File: src/rtl/lc3_wb_pkg.sv
// Shared types and constants for the LC3 writeback stage and register file.
package lc3_wb_pkg;

    typedef enum logic [1:0] {
        WB_ALU,
        WB_MEM,
        WB_PC,
        WB_ILLEGAL
    } wb_sel_e;

    localparam logic [2:0] NZP_N = 3'b100;
    localparam logic [2:0] NZP_Z = 3'b010;
    localparam logic [2:0] NZP_P = 3'b001;

endpackage

File: src/rtl/writeback_nzp_calc.sv
// Combinational {N,Z,P} condition-code generator; exactly one bit is set for any input.
module writeback_nzp_calc
    import lc3_wb_pkg::*;
#(
    parameter int DATA_W = 16
) (
    input  logic [DATA_W-1:0] data,
    output logic [2:0]        nzp
);

    always_comb begin
        nzp = NZP_P;
        if (data[DATA_W-1]) begin
            nzp = NZP_N;
        end else if (data == '0) begin
            nzp = NZP_Z;
        end
    end

endmodule

File: src/rtl/writeback_regfile_multi.sv
// LC3 writeback stage with register file, NUM_RD registered read ports, NZP psr and sticky
// illegal-select flag. Define LC3_WB_BYPASS_EN to forward a same-edge write onto matching read ports.
module writeback_regfile_multi
    import lc3_wb_pkg::*;
#(
    parameter int  DATA_W   = 16,
    parameter int  NUM_REGS = 8,
    parameter int  NUM_RD   = 2,
    localparam int AW       = $clog2(NUM_REGS)
) (
    input  logic                     clock,
    input  logic                     reset,
    input  logic                     enable_writeback,
    input  logic [1:0]               W_Control,
    input  logic [DATA_W-1:0]        aluout,
    input  logic [DATA_W-1:0]        memout,
    input  logic [DATA_W-1:0]        pcout,
    input  logic [AW-1:0]            dr,
    input  logic [NUM_RD*AW-1:0]     sr,
    output logic [NUM_RD*DATA_W-1:0] vsr,
    output logic [2:0]               psr,
    output logic                     wb_err
);

    wb_sel_e                     sel;
    logic [DATA_W-1:0]           wb_data;
    logic [2:0]                  wb_nzp;
    logic                        wr_en;

    logic [DATA_W-1:0]           rf_q [NUM_REGS];
    logic [DATA_W-1:0]           rf_d [NUM_REGS];
    logic [NUM_RD*DATA_W-1:0]    vsr_q;
    logic [NUM_RD*DATA_W-1:0]    vsr_d;
    logic [2:0]                  psr_q;
    logic [2:0]                  psr_d;
    logic                        err_q;
    logic                        err_d;
    logic [AW-1:0]               rd_addr [NUM_RD];

    assign sel = wb_sel_e'(W_Control);

    always_comb begin
        wb_data = aluout;
        case (sel)
            WB_ALU:  wb_data = aluout;
            WB_MEM:  wb_data = memout;
            WB_PC:   wb_data = pcout;
            default: wb_data = aluout;
        endcase
    end

    writeback_nzp_calc #(.DATA_W(DATA_W)) u_nzp (
        .data (wb_data),
        .nzp  (wb_nzp)
    );

    assign wr_en = enable_writeback && (sel != WB_ILLEGAL);

    for (genvar g = 0; g < NUM_RD; g++) begin : g_rd_addr
        assign rd_addr[g] = sr[g*AW +: AW];
    end

    always_comb begin
        rf_d  = rf_q;
        psr_d = psr_q;
        err_d = err_q;
        if (wr_en) begin
            rf_d[dr] = wb_data;
            psr_d    = wb_nzp;
        end
        if (enable_writeback && (sel == WB_ILLEGAL)) begin
            err_d = 1'b1;
        end
    end

    // Reads sample the pre-edge array; the bypass build overrides with the incoming write.
    always_comb begin
        vsr_d = '0;
        for (int unsigned i = 0; i < NUM_RD; i++) begin
            vsr_d[i*DATA_W +: DATA_W] = rf_q[rd_addr[i]];
`ifdef LC3_WB_BYPASS_EN
            if (wr_en && (dr == rd_addr[i])) begin
                vsr_d[i*DATA_W +: DATA_W] = wb_data;
            end
`endif
        end
    end

    always_ff @(posedge clock or posedge reset) begin
        if (reset) begin
            for (int unsigned i = 0; i < NUM_REGS; i++) begin
                rf_q[i] <= '0;
            end
            vsr_q <= '0;
            psr_q <= '0;
            err_q <= 1'b0;
        end else begin
            rf_q  <= rf_d;
            vsr_q <= vsr_d;
            psr_q <= psr_d;
            err_q <= err_d;
        end
    end

    assign vsr    = vsr_q;
    assign psr    = psr_q;
    assign wb_err = err_q;

endmodule

File: config.mk
export PLATFORM = sky130hd
export DESIGN_NAME = writeback_regfile_multi
export DESIGN_NICKNAME = d
export VERILOG_FILES = /design/src/rtl/lc3_wb_pkg.sv /design/src/rtl/writeback_nzp_calc.sv /design/src/rtl/writeback_regfile_multi.sv
export SDC_FILE = /design/constraint.sdc
export NUM_CORES = 1
export LEC_CHECK = 0
export ABC_AREA = 0
export CORE_MARGIN = 4
export CORE_UTILIZATION = 60
export DETAILED_ROUTE_END_ITERATION = 8
export PLACE_DENSITY_LB_ADDON = 0.15
export REMOVE_ABC_BUFFERS = 1
export SLEW_MARGIN = 20
export SYNTH_ARGS = -nofsm -noshare
export SYNTH_HDL_FRONTEND = slang
export SYNTH_HIERARCHICAL = 1
export SYNTH_SLANG_ARGS = --single-unit
File: constraint.sdc
create_clock -name clock -period 11.5 [get_ports clock]
set_input_delay 2.3 -clock clock [delete_from_list [all_inputs] [get_ports clock]]
set_output_delay 2.3 -clock clock [all_outputs]
set_load 0.01 [all_outputs]
==> impl_metrics.ini <==
[drt]
drc = 0
drtAntennaViolNets = 0
via_count = 6309
drtIter0Drc = 1059
wire_per_inst_um = 25.31
wirelength_um = 23050
via_per_inst = 6.925
dr.pass1.iters = 5

[timing]
setup_violations = 0
rsz0062_at_grt = false
min_period_over_period_pct = 46.34
hold_viol_final = 0
worstMarginPinSlew_ps = 1083
slew_violations = 0
finalSetupTns_ps = 0
layout_min_cycle_time_ps = 5329
timing.slew.headroom_pct = 27.78
finClkSkew_ps = 5.722
max_freq_mhz = 187.6

[finish]
multiInputGateArea_um2 = 3582
num-nets-final = 787
diodes = 0
fillers = 956
layout-drive-gt1-share_pct = 22.86
layoutNonFillerInstCount = 911
syn_to_final_growth_pct = 18.26
regArea_um2 = 4104
final_area_um2 = 9578

[synthesis]
synth_top_family_by_area = multiplexers
seq_area_frac_synth_pct = 50.67
yosys.area.top_type = dfrtp_1
synth_warnings = 6
ys_ff_latch = 164
synth_fa_ha_area_share_pct = 0.4635
synth_area_leaders = dfrtp_1, mux4_2, o21ai_1, mux2_2, o21ai_0
synthSimpleGateAreaFrac_pct = 1.591
synthMuxAreaShare_pct = 22.66
synth-compound-area-share_pct = 19.45
synthXorXnorAreaFrac_pct = 0
syn_area_um2 = 8099
syn_inst = 667
avgSynthCellArea_um2 = 12.14
synth_top_area_share_pct = 50.67
synth_cell_types = 26

[cts]
cts_made_buffers = 17
hold_buffers = 0
clock_latency_ps = 430
post_cts_buffers = 0
ctsLongestPathBuffers = 2
cts-htree-levels = 4
clock-sinks = 164
cts_tree = done
ctsResizeCount = 0
path_clk_slew_ps = 60
cts-root-buf = clkbuf_16

[worst_setup_path]
critPathKind = input pin to register
start_kind = input pin
end_kind = register
r2r_setup_slack_ps = 10190
cp.arrival_ps = 5640
cp.required_ps = 11810
critPathMaxFanout = 17

[placement]
place_hpwl_um = 13100
dp.cells = 879
numPortBuffers = 97
place_area_um2 = 9022
gp_congestion = 0.8603

[power_and_ir_drop]
pwr-share-clk_pct = 30.1
p_seq_share_pct = 44.5
p_per_area_nw_per_um2 = 189.4
p_leak_nw = 3.876
sw_frac_of_total_pct = 28.74
combPwrFrac_pct = 25.4
intPower_w = 0.001293
peakVddDrop_v = 0.00009335
p_switching_w = 0.0005215

[global_routing]
grt_pass1_wl_um = 35650
grt_pass1_vias = 6281
grt_antenna_before_repair = 0
global_route.usage.total_pct = 31.84
grt-ovfl-total = 0
grt_max_degree = 88

[floorplan]
num_rows = 42
dieArea_um2 = 15420
fp.dieH_um = 124.2
num_io_pins = 98
die-width_um = 124.2
start_util_pct = 61.16
core-area_um2 = 13240

[status]
status = finished, final reports clean

[min_path]
hold_path_class = register to register

[run]
max_cap_violations = 0
-- flip-flops by register name (all words and copies together), names as in the netlist --
register and count:
rf_q 128, vsr 32, psr 3, wb_err 1
-- power by group through the flow --
stage               clock network [W]  logic, W  registers, W
floorplan                           0  0.000266      0.000804
global placement                    0  0.000445      0.000797
detailed placement                  0  0.000457      0.000812
CTS                          0.000547  0.000463      0.000804
global route                 0.000572  0.000502      0.000822
finish                       0.000546  0.000461      0.000808
-- synth_stat cells --
cell type  instances
mux2_2            35
a41oi_1            1
ha_1               3
mux4_2            64
or2_1              8
nor4_1             4
a21o_1             1
buf_4              7
o21ai_1          188
or2_0              1
o21ai_2           10
or3b_1             1
buf_2             16
nand3b_1           1
inv_1              9
buf_6              4
nand2_1            1
clkbuf_1          41
nand2b_1           2
o21ai_0           74
nor2b_1            1
and4_1             1
inv_2             11
buf_1              3
a221o_1           16
dfrtp_1          164
-- per-layer routing --
metal  part of all wire [%]  global-route usage (%)
met4                    2.8                   12.11
met3                     11                   6.948
met2                     49                   49.97
met5                      0                       0
met1                     38                   44.21
-- metrics by stage --
stage                     hold WS [ps]  setup WS (ps)  utilization [%]  total power (W)
final                            465.5           6171            72.33         0.001815
after global routing             493.2           5969            72.33         0.001896
after CTS                        468.9           6220            72.40         0.001813
after detailed placement         455.5           5786            68.13         0.001269
after global placement           442.1           5907            68.13         0.001242
after floorplan                  479.6           4767                -         0.001070
-- worst max-delay path: stages --
cell	delay, ps
clkdlybuf4s50_1	520
inv_1	60
ha_1	700
inv_2	360
o21ai_1	580
inv_1	90
nor4_1	520
a41oi_1	200
mux2_2	300
-- final cells by class --
| cell class | count | share of cell area, % |
|---|---|---|
| multi-input combinational | 412 | 37.40 |
| clock inverter | 9 | 0.8099 |
| tap | 176 | 2.299 |
| inverter | 20 | 0.8361 |
| clock buffer | 23 | 5.095 |
| timing repair buffer | 107 | 10.71 |
| sequential | 164 | 42.85 |
-- cell families after synthesis --
family,after synthesis
AND/OR/NAND/NOR,20
AO/OA/AOI/OAI,290
flip-flops,164
buffers and inverters,91
adder cells (fa/ha/maj),3
multiplexers,99
-- path summary, 6_finish.rpt --
kind	startpoint	to	cells after the start
max in group asynchronous	reset	rf_q[70]	3
max reg2reg	rf_q[37]	vsr[5]	2
max	W_Control[0]	psr[0]	9
min in group asynchronous	reset	vsr[0]	2
min	wb_err	wb_err	1
min reg2reg	wb_err	wb_err	1
-- cell usage in the layout (no fill, tap or decap) --
cell,n
ha_1,3
dfrtp_1,164
mux2_2,35
buf_4,10
inv_6,1
and4_1,1
bufinv_16,1
or3b_2,1
o21ai_2,10
clkbuf_8,4
buf_2,4
nand2b_2,2
inv_2,11
nand2_1,1
a221o_1,16
or2_1,8
inv_1,8
o21ai_0,74
or2_0,1
clkdlybuf4s50_1,93
a41oi_1,1
mux4_2,64
a21o_1,1
nor2b_1,1
nor4_1,4
o21ai_1,188
clkbuf_16,17
clkinvlp_4,3
clkinv_2,5
clkbuf_1,2
nand3b_1,1
No activity file was read; power rests on OpenSTA's default activity.
